--- src/rtl/trace_pkg.sv ---
// Shared types and default widths for the pipeline trace tagger.
//
// Contents:
//   ID_W, CYC_W, STALL_W, FIFO_DEPTH  default widths and buffer depth
//   stage_tag_t                        per-stage tag {v, id, fc, sc[, pc]}
//   trace_rec_t                        retire record {id, fetch/retire cycle, stall_cnt[, pc]}
//
// Optional feature macro: TRACE_PC_EN adds a 16-bit pc field to both structs.
package trace_pkg;

  localparam int ID_W       = 8;
  localparam int CYC_W      = 16;
  localparam int STALL_W    = 4;
  localparam int FIFO_DEPTH = 4;

  typedef struct packed {
    logic               v;
    logic [ID_W-1:0]    id;
    logic [CYC_W-1:0]   fc;
    logic [STALL_W-1:0] sc;
`ifdef TRACE_PC_EN
    logic [15:0]        pc;
`endif
  } stage_tag_t;

  typedef struct packed {
    logic [ID_W-1:0]    id;
    logic [CYC_W-1:0]   fetch_cycle;
    logic [CYC_W-1:0]   retire_cycle;
    logic [STALL_W-1:0] stall_cnt;
`ifdef TRACE_PC_EN
    logic [15:0]        pc;
`endif
  } trace_rec_t;

endpackage

--- src/rtl/trace_fifo.sv ---
// Retire-record buffer with a registered head.
//
// Ports:
//   clk, rst_n   clock, asynchronous active-low reset
//   push         write push_data (ignored when full unless popping the same cycle)
//   push_data    record to store
//   pop          remove the head (ignored when empty)
//   full, empty  occupancy flags
//   head         registered copy of the oldest entry; holds its last value when empty
//
// DEPTH must be a power of two, at least 2. Pointers carry one extra MSB so
// full and empty are told apart without a separate counter.
module trace_fifo #(
  parameter int  DEPTH = 4,
  parameter type rec_t = logic [7:0]
) (
  input  logic clk,
  input  logic rst_n,
  input  logic push,
  input  rec_t push_data,
  input  logic pop,
  output logic full,
  output logic empty,
  output rec_t head
);

  localparam int AW = $clog2(DEPTH);
  localparam logic [AW:0] PTR_ONE = 1;

  rec_t        mem_q [DEPTH];
  rec_t        mem_d [DEPTH];
  logic [AW:0] wr_ptr_q, wr_ptr_d;
  logic [AW:0] rd_ptr_q, rd_ptr_d;
  rec_t        head_q, head_d;
  logic        push_en, pop_en;

  assign empty   = (wr_ptr_q == rd_ptr_q);
  assign full    = (wr_ptr_q[AW] != rd_ptr_q[AW]) &&
                   (wr_ptr_q[AW-1:0] == rd_ptr_q[AW-1:0]);
  assign pop_en  = pop && !empty;
  // A pop frees the slot in the same cycle, so a full buffer still accepts.
  assign push_en = push && (!full || pop_en);
  assign head    = head_q;

  always_comb begin
    mem_d    = mem_q;
    wr_ptr_d = wr_ptr_q;
    rd_ptr_d = rd_ptr_q;
    head_d   = head_q;
    if (push_en) begin
      mem_d[wr_ptr_q[AW-1:0]] = push_data;
      wr_ptr_d                = wr_ptr_q + PTR_ONE;
    end
    if (pop_en) begin
      rd_ptr_d = rd_ptr_q + PTR_ONE;
    end
    // Reading from mem_d covers a push straight into an empty buffer.
    if (rd_ptr_d != wr_ptr_d) begin
      head_d = mem_d[rd_ptr_d[AW-1:0]];
    end
  end

  always_ff @(posedge clk or negedge rst_n) begin
    if (!rst_n) begin
      for (int i = 0; i < DEPTH; i++) begin
        mem_q[i] <= '0;
      end
      wr_ptr_q <= '0;
      rd_ptr_q <= '0;
      head_q   <= '0;
    end else begin
      mem_q    <= mem_d;
      wr_ptr_q <= wr_ptr_d;
      rd_ptr_q <= rd_ptr_d;
      head_q   <= head_d;
    end
  end

endmodule

--- src/rtl/pipeline_trace_tagger.sv ---
// Producer side of the pipeline debug trace. Tags each fetched instruction
// with a sequence ID, its fetch cycle and its IF stall count, follows it
// through ID/EX/MEM/WB under the hazard unit's stall/flush, and on retire
// emits one record into a small buffer read by the trace consumer.
//
// Ports:
//   clk, rst_n        clock, asynchronous active-low reset
//   fetch_valid       IF holds a real instruction this cycle
//   stall             PC and IF/ID freeze; ID/EX takes a bubble (wins over flush)
//   flush             instruction entering IF/ID is killed
//   rec_ready         consumer accepts the record
//   rec_valid, rec_*  record head (id, fetch cycle, retire cycle, stall count)
//   drop_cnt          records lost to a full buffer, saturating at 255
//   ovf               sticky, set on the first drop
//   inflight          number of valid tags in ID/EX/MEM/WB
//
// Handshake: a record transfers on every rising edge where rec_valid and
// rec_ready are both high; rec_valid never depends on rec_ready, and rec_*
// hold steady until the transfer (and keep the last value while empty).
//
// Widths come from trace_pkg. Optional feature macro: TRACE_PC_EN adds
// fetch_pc/rec_pc and carries the PC alongside each tag.
module pipeline_trace_tagger
  import trace_pkg::*;
(
  input  logic               clk,
  input  logic               rst_n,
  input  logic               fetch_valid,
  input  logic               stall,
  input  logic               flush,
`ifdef TRACE_PC_EN
  input  logic [15:0]        fetch_pc,
  output logic [15:0]        rec_pc,
`endif
  input  logic               rec_ready,
  output logic               rec_valid,
  output logic [ID_W-1:0]    rec_id,
  output logic [CYC_W-1:0]   rec_fetch_cycle,
  output logic [CYC_W-1:0]   rec_retire_cycle,
  output logic [STALL_W-1:0] rec_stall_cnt,
  output logic [7:0]         drop_cnt,
  output logic               ovf,
  output logic [2:0]         inflight
);

  localparam logic [CYC_W-1:0]   CYC_ONE   = 1;
  localparam logic [ID_W-1:0]    ID_ONE    = 1;
  localparam logic [STALL_W-1:0] STALL_ONE = 1;

  stage_tag_t         id_q, id_d, ex_q, ex_d, mem_q, mem_d, wb_q, wb_d;
  logic [CYC_W-1:0]   cyc_q, cyc_d;
  logic [ID_W-1:0]    next_id_q, next_id_d;
  logic [STALL_W-1:0] stall_acc_q, stall_acc_d;
  logic [7:0]         drop_cnt_q, drop_cnt_d;
  logic               ovf_q, ovf_d;

  trace_rec_t push_rec, head_rec;
  logic       fifo_full, fifo_empty, drop;

  always_comb begin
    cyc_d       = cyc_q + CYC_ONE;
    next_id_d   = next_id_q;
    stall_acc_d = stall_acc_q;
    id_d        = id_q;
    ex_d        = id_q;
    mem_d       = ex_q;
    wb_d        = mem_q;
    if (stall) begin
      ex_d = '0;
      if (fetch_valid && (stall_acc_q != '1)) begin
        stall_acc_d = stall_acc_q + STALL_ONE;
      end
    end else if (flush) begin
      // The killed instruction never consumes an ID.
      id_d        = '0;
      stall_acc_d = '0;
    end else if (fetch_valid) begin
      id_d        = '0;
      id_d.v      = 1'b1;
      id_d.id     = next_id_q;
      // Back-dated to the first cycle the instruction sat in IF.
      id_d.fc     = cyc_q - CYC_W'(stall_acc_q);
      id_d.sc     = stall_acc_q;
`ifdef TRACE_PC_EN
      id_d.pc     = fetch_pc;
`endif
      next_id_d   = next_id_q + ID_ONE;
      stall_acc_d = '0;
    end else begin
      id_d = '0;
    end
  end

  always_comb begin
    push_rec              = '0;
    push_rec.id           = wb_q.id;
    push_rec.fetch_cycle  = wb_q.fc;
    push_rec.retire_cycle = cyc_q;
    push_rec.stall_cnt    = wb_q.sc;
`ifdef TRACE_PC_EN
    push_rec.pc           = wb_q.pc;
`endif
    // Full implies non-empty, so rec_ready alone decides whether a pop frees a slot.
    drop       = wb_q.v && fifo_full && !rec_ready;
    drop_cnt_d = drop_cnt_q;
    if (drop && (drop_cnt_q != 8'hFF)) begin
      drop_cnt_d = drop_cnt_q + 8'd1;
    end
    ovf_d = ovf_q || drop;
  end

  always_ff @(posedge clk or negedge rst_n) begin
    if (!rst_n) begin
      cyc_q       <= '0;
      next_id_q   <= '0;
      stall_acc_q <= '0;
      id_q        <= '0;
      ex_q        <= '0;
      mem_q       <= '0;
      wb_q        <= '0;
      drop_cnt_q  <= '0;
      ovf_q       <= 1'b0;
    end else begin
      cyc_q       <= cyc_d;
      next_id_q   <= next_id_d;
      stall_acc_q <= stall_acc_d;
      id_q        <= id_d;
      ex_q        <= ex_d;
      mem_q       <= mem_d;
      wb_q        <= wb_d;
      drop_cnt_q  <= drop_cnt_d;
      ovf_q       <= ovf_d;
    end
  end

  trace_fifo #(
    .DEPTH (FIFO_DEPTH),
    .rec_t (trace_rec_t)
  ) u_fifo (
    .clk       (clk),
    .rst_n     (rst_n),
    .push      (wb_q.v),
    .push_data (push_rec),
    .pop       (rec_ready),
    .full      (fifo_full),
    .empty     (fifo_empty),
    .head      (head_rec)
  );

  assign rec_valid        = !fifo_empty;
  assign rec_id           = head_rec.id;
  assign rec_fetch_cycle  = head_rec.fetch_cycle;
  assign rec_retire_cycle = head_rec.retire_cycle;
  assign rec_stall_cnt    = head_rec.stall_cnt;
`ifdef TRACE_PC_EN
  assign rec_pc           = head_rec.pc;
`endif
  assign drop_cnt         = drop_cnt_q;
  assign ovf              = ovf_q;
  assign inflight         = {2'b00, id_q.v} + {2'b00, ex_q.v} +
                            {2'b00, mem_q.v} + {2'b00, wb_q.v};

endmodule

--- config.mk ---
export PLATFORM = sky130hd
export DESIGN_NAME = pipeline_trace_tagger
export DESIGN_NICKNAME = d
export VERILOG_FILES = /design/src/rtl/trace_pkg.sv /design/src/rtl/trace_fifo.sv /design/src/rtl/pipeline_trace_tagger.sv
export SDC_FILE = /design/constraint.sdc
export NUM_CORES = 1
export LEC_CHECK = 0
export ABC_AREA = 0
export CORE_ASPECT_RATIO = 1.1
export CORE_MARGIN = 4
export CORE_UTILIZATION = 60
export CTS_CLUSTER_DIAMETER = 30
export DETAILED_ROUTE_END_ITERATION = 10
export PLACE_DENSITY = 0.91
export SLEW_MARGIN = 30
export SYNTH_ARGS = -nofsm -noshare
export SYNTH_HDL_FRONTEND = slang
export SYNTH_SLANG_ARGS = --single-unit
export TNS_END_PERCENT = 20
--- constraint.sdc ---
create_clock -name clk -period 3.6 [get_ports clk]
set_clock_uncertainty 0.1 [all_clocks]
set_input_delay 0.72 -clock clk [delete_from_list [all_inputs] [get_ports clk]]
set_output_delay 0.72 -clock clk [all_outputs]
set_load 0.005 [all_outputs]
# Word level (Yosys, flattened, before mapping)
# Cells that the tools add are included.
[word_totals] ff_bits=379 inputBits=6
[op_classes] n_reduce_logical=16 addsub=10 n_mux=16 bitwise=4 magnitude_cmp=3 eq_ne=7
[ops] operator="$bwmux 176" count=1
[ops] operator="$mux 176" count=1
[ops] operator="$mux 44" count=3
[ops] operator="$bmux 44 s2" count=1
[ops] operator="$demux 44 s2" count=1
[ops] operator="$mux 29" count=3
[ops] operator="$add 16x1->16 const B" count=1
[ops] operator="$add 8x1->8 const B" count=2
[ops] operator="$mux 4" count=4
[ops] operator="$sub 16x4->16" count=1
[ops] operator="$logic_and 1x1->1" count=8
[ops] operator="$ne 8x8->1 const B" count=1
[ops] operator="$add 3x1->3 const B" count=2
[ops] operator="$ge 3x3->1 const B" count=2
[ops] operator="$mux 3" count=2
[ops] operator="$not 2->3" count=2
[ops] operator="$add 4x1->4 const B" count=1
[ops] operator="$ne 4x4->1 const B" count=1
[ops] operator="$add 2x1->3" count=1
[ops] operator="$add 3x1->3" count=1
[ops] operator="$eq 3x3->1" count=1
[ops] operator="$logic_not 1->1" count=3
[ops] operator="$lt 3x1->1 const B" count=1
[ops] operator="$ne 3x3->1" count=1
[ops] operator="9 further kinds" count=11

# Logic depth before layout (Yosys ltp)
[depth] depth_word=10 depth_mapped=11 mapped_depth_nobuf=9

# Cells and area by module
# From an unflattened synthesis, not the netlist that was laid out.
[hier_totals] hier_cells=986 area_unflattened_um2=15762.6
[modules_own_cells] mod="trace_fifo" instances=1 area_per_inst_um2=10193.5 cells_per_inst=566 seq_area_each_um2=5655.4
[modules_own_cells] mod="pipeline_trace_tagger" instances=1 area_per_inst_um2=5569.1 cells_per_inst=420 seq_area_each_um2=3828.7

# Worst setup path after synthesis
# Ideal clock, no wire load.
[synth_timing] kind="input port to flip-flop" start="input rec_ready" end="register u_fifo.head_q, in the netlist u_fifo.head[0]" n_path_buf=3 slack_ns=1.061 arrival_ns=2.311 path_stages=9 cell_sequence="mux2i_1 -> a31oi_4 -> or2_1 -> buf_4 -> xnor2_1 -> or3_1 -> buf_6 -> buf_12 -> mux2i_1"
[synth_between] elab_cells_between_ends=11 cone_classes="1 x eq/ne; 6 x mux; 1 x bitwise; 3 x reduce/logical"
[synth_lines] element="start: declaration" line_no="pipeline_trace_tagger.sv:35" text="input logic rec_ready,"
[synth_lines] element="$logic_and 1x1->1 *" line_no="trace_fifo.sv:40" text="assign pop_en = pop && !empty;"
[synth_lines] element="$mux 3 *" line_no="trace_fifo.sv:54" text="if (pop_en) begin"
[synth_lines] element="via u_fifo.rd_ptr_d[1]" line_no="trace_fifo.sv:33" text="logic [AW:0] rd_ptr_q, rd_ptr_d;"
[synth_lines] element="$not 2->3 (implied by the code)" line_no="trace_fifo.sv:59" text="head_d = mem_d[rd_ptr_d[AW-1:0]];"
[synth_lines] element="$bmux 44 s2" line_no="trace_fifo.sv:59"
[synth_lines] element="$mux 44 (implied by the code) (2 in a row)" line_no="trace_fifo.sv:59"
[synth_lines] element="end signal: assignment" line_no="trace_fifo.sv:70" text="head_q <= '0;"
[synth_lines] element="end signal: assignment" line_no="trace_fifo.sv:75" text="head_q <= head_d;"
[synth_lines] element="end: declaration" line_no="trace_fifo.sv:34" text="rec_t head_q, head_d;"
# The timed path passes the listed nets; every way through them passes the cells marked *. The select of a mux whose other input is x is not followed.
# A chain may end at the register's enable or synchronous reset.

# Worst setup path in the final report
[layout_timing] start="register wb_q[28] (netlist bit)" end="output inflight[1]"
[layout_between] elab_chain_cells=1
[layout_rtl] element="start: declaration" line_no="pipeline_trace_tagger.sv:50" text="stage_tag_t id_q, id_d, ex_q, ex_d, mem_q, mem_d, wb_q, wb_d;"
[layout_rtl] element="start signal: assignment" line_no="pipeline_trace_tagger.sv:130" text="wb_q <= wb_d;"
[layout_rtl] element="$add 3x1->3" line_no="pipeline_trace_tagger.sv:161" text="{2'b00, mem_q.v} + {2'b00, wb_q.v};"
[layout_rtl] element="end: declaration" line_no="pipeline_trace_tagger.sv:43" text="output logic [2:0] inflight"
# No other way between the ends.

==> results.sh <==
export IMPL_synthAdderAreaFrac=0.01555
export IMPL_comb_power_share=0.335
export IMPL_dieWidth_um=161.0
export IMPL_ant_nets=0
export IMPL_power_switching_uw=5215
export IMPL_cts_resized=0
export IMPL_path_max_fanout=9
export IMPL_antenna_cells=0
export IMPL_syn_nets=1167
export IMPL_setup_viol=0
export IMPL_setup_worst_path_end="inflight[1]"
export IMPL_cts_sinks=379
export IMPL_rsz0062_at_grt="no"
export IMPL_grt_pass1_wl_um=58180
export IMPL_crit_path_max_incr_delay_ps=530
export IMPL_power_share_clock=0.329
export IMPL_nNetsFinal=1235
export IMPL_fillerInstances=1502
export IMPL_setup_ws_ps=150.2
export IMPL_p_sw_frac=0.3302
export IMPL_cts_buffer_depth=3
export IMPL_synth_area_sq_mm=0.01545
export IMPL_antenna_found_initial=0
export IMPL_cts_tree="yes"
export IMPL_dp_hpwl_um=18760
export IMPL_p_per_area_mw_per_mm2=868.3
export IMPL_start_kind="flip-flop"
export IMPL_worst_slew_pin_slew_ps=837.0
export IMPL_crit_required_ps=2780
export IMPL_syn_inst=1143
export IMPL_grtUsageTotal=0.2572
export IMPL_synth_top_area_frac=0.6138
export IMPL_drv_slew=0
export IMPL_finalCritPeriodShare=0.9583
export IMPL_min_path_type="input port to asynchronous set/reset pin"
export IMPL_max_freq_mhz=289.9
export IMPL_core_sq_mm=0.02534
export IMPL_drive_above_1_share=0.2426
export IMPL_worstSetupStartpoint="wb_q[28]$_DFF_PN0_"
export IMPL_fin_crit_ps=3450
export IMPL_ys_top_cells_by_area="dfrtp_1 61%, mux2_2 12%, mux2i_1 3.1%, o22a_1 2.4%, o211ai_1 2.2%"
export IMPL_synth_top_flop_cell="dfrtp_1"
export IMPL_grt_start_max_net_pins=95
export IMPL_worstSetupEndpointType="primary output"
export IMPL_synthMuxAreaShare=0.1557
export IMPL_vias_per_cell=6.033
export IMPL_setup_tns_ps=0
export IMPL_status="finished clean"
export IMPL_post_synth_xor_area_fraction=0.03142
export IMPL_r2r_start="u_fifo.rd_ptr_q[0]$_DFF_PN0_"
export IMPL_ir_drop_uv=489.1
export IMPL_synth_compound_area_share=0.07425
export IMPL_grt_overflow_total=0
export IMPL_synth_cell_types=59
export IMPL_initial_core_util=0.6098
export IMPL_postCtsSetupBuffers=0
export IMPL_final_area_sq_mm=0.01819
export IMPL_vias=9623
export IMPL_rows=61
export IMPL_dr_pass1_iters=5
export IMPL_drt_iter0_drc=847
export IMPL_worst_r2r_path_depth=8
export IMPL_intPower_uw=10580
export IMPL_power_total_uw=15800
export IMPL_clk_pin_slew_worst_paths_ps=50
export IMPL_wl_per_cell_um=22.25
export IMPL_yosysSeqAreaShare=0.6138
export IMPL_yosys_warnings=0
export IMPL_criticalPathCategory="flip-flop to primary output"
export IMPL_clock_latency_ps=550
export IMPL_areaGrowthSynthToFinish_pct=17.74
export IMPL_synth_top_family_by_area="multiplexers"
export IMPL_die_area_sq_mm=0.02839
export IMPL_synth_seq_cells=379
export IMPL_arrival_ps=2630
export IMPL_synth_top_area_cell="dfrtp_1"
export IMPL_p_leak_uw=0.009024
export IMPL_numCtsBuffers=50
export IMPL_ys_async_sr_fraction=1.000
export IMPL_post_dp_cell_area_sq_mm=0.01642
export IMPL_drc_errors=0
export IMPL_chipHeight_um=176.3
export IMPL_hold_violations=0
export IMPL_r2r_end="u_fifo.head[40]$_DFFE_PN0P_"
export IMPL_gp_congestion=0.8193
export IMPL_relSlewSlack=0.4368
export IMPL_synth_edff_count=0
export IMPL_seqPwrFrac=0.336
export IMPL_grt_pass1_vias=10882
export IMPL_io_buffer_count=62
export IMPL_critPathSlowestCell="dfrtp_1"
export IMPL_critical_path_cell_chain="inv_1 > fa_1 > inv_1 > ha_1 > ha_1 > clkdlybuf4s50_1"
export IMPL_syn_area_per_cell_sq_um=13.52
export IMPL_io_pins=63
export IMPL_h_tree_depth=2
export IMPL_hold_buffers=0
export IMPL_cts_root_buf="clkbuf_16"
export IMPL_place_worst_setup_slack_ps=60.47
export IMPL_synth_simple_gate_area_frac=0.06842
export IMPL_maxCapViolCount=0
export IMPL_wl_um=35490
export IMPL_reg2reg_slack_ps=590
cells in the final DEF (no fill, tap or decap), types with 3 or more instances in the layout:
cell and count:
nand4_1 8, and3_1 4, bufinv_16 8, clkbuf_16 51
clkinv_4 6, xnor2_2 3, mux2i_1 48, dfrtp_1 379
clkinvlp_4 7, nand3_1 14, clkbuf_1 5, inv_8 4
buf_4 13, xnor2_1 27, clkdlybuf4s50_1 60, o22a_1 42
inv_1 62, inv_6 5, xor2_1 21, nand2b_1 45
or2_2 3, a22o_1 8, nand2_1 56, a41o_2 4
nor2_1 17, nor4_1 5, o211ai_1 45, o21ai_0 26
ha_1 16, mux2_2 171, buf_12 10, nor2b_1 33
flip-flops by register name, summed over array words and instances (netlist names):
name / flops
ovf: 1
wb_q: 1
cyc_q: 16
next_id_q: 8
u_fifo.head: 44
u_fifo.wr_ptr_q: 3
mem_q: 29
u_fifo.rd_ptr_q: 3
stall_acc_q: 4
u_fifo.mem_q: 176
ex_q: 29
id_q: 29
drop_cnt: 8
push_rec: 28
cell usage after synthesis (26+ instances only):
cell and count:
clkbuf_1 36, dfrtp_1 379, inv_1 62, mux2_2 171, mux2i_1 48, nand2_1 56, nand2b_1 45, nor2b_1 33
o211ai_1 45, o21ai_0 26, o22a_1 42, xnor2_1 27
critical path, delay by kind of cell (launching register included):
family / cells / cell delay (ps)
adders and majority gates: 3 / 930
buffers and inverters: 3 / 620
DFF: 1 / 530
layer usage:
metal,up-vias,GRT usage,share of wire
met5,-,0,0
met4,0,0.1322,0.043
met3,135,0.04926,0.056
met2,393,0.4444,0.51
met1,4999,0.3100,0.39
li1,4096,-,-
area by class of cell:
cell class              count  area (sq um)  area share
clock buffers              57          1309     0.07193
clock inverters            33         460.4     0.02531
inverters                  62         232.7     0.01279
multi-input cells         633          5356      0.2944
flip-flops and latches    379          9484      0.5213
well taps                 346         432.9     0.02379
repair buffers             85         918.4     0.05048
through the flow:
step           cells    util  hold WS (ps)
3_5_place_dp    1505  0.6479         234.7
5_1_grt         1595  0.7180         153.3
4_1_cts         1595  0.7178         122.3
2_1_floorplan   1143       -         231.2
3_3_place_gp    1505  0.6479         232.4
6_report        1595  0.7180         91.56
worst min path at each step:
stage          slack (ps)                    to                from
4_1_cts               120     ex_q[2]$_DFF_PN0_               rst_n
3_5_place_dp          230   mem_q[21]$_DFF_PN0_  ex_q[21]$_DFF_PN0_
2_1_floorplan         230    mem_q[0]$_DFF_PN0_   ex_q[0]$_DFF_PN0_
3_3_place_gp          230    mem_q[5]$_DFF_PN0_   ex_q[5]$_DFF_PN0_
6_report               90  id_q[28]$_DFFE_PN0N_               rst_n
5_1_grt               150     ex_q[2]$_DFF_PN0_               rst_n
power by group through the flow:
stage | Clock, uW | Combinational [uW] | Sequential (uW)
after floorplan | 0 | 3690 | 5230
after global placement | 0 | 4910 | 5320
after detailed placement | 0 | 5150 | 5340
final | 5200 | 5290 | 5300
after CTS | 5240 | 5320 | 5300
after global routing | 5450 | 5740 | 5360
kinds of logic (layout without fill, tap and decap cells):
kind of cell,Yosys count,after routing
muxes,219,219
DFF,379,379
and+or+nand+nor,199,199
xor gates and xnor gates,52,52
buffers and inverters,131,237
adders and majority gates,18,18
AOI/OAI and AO/OA,145,145
No activity file was read; power rests on OpenSTA's default activity.
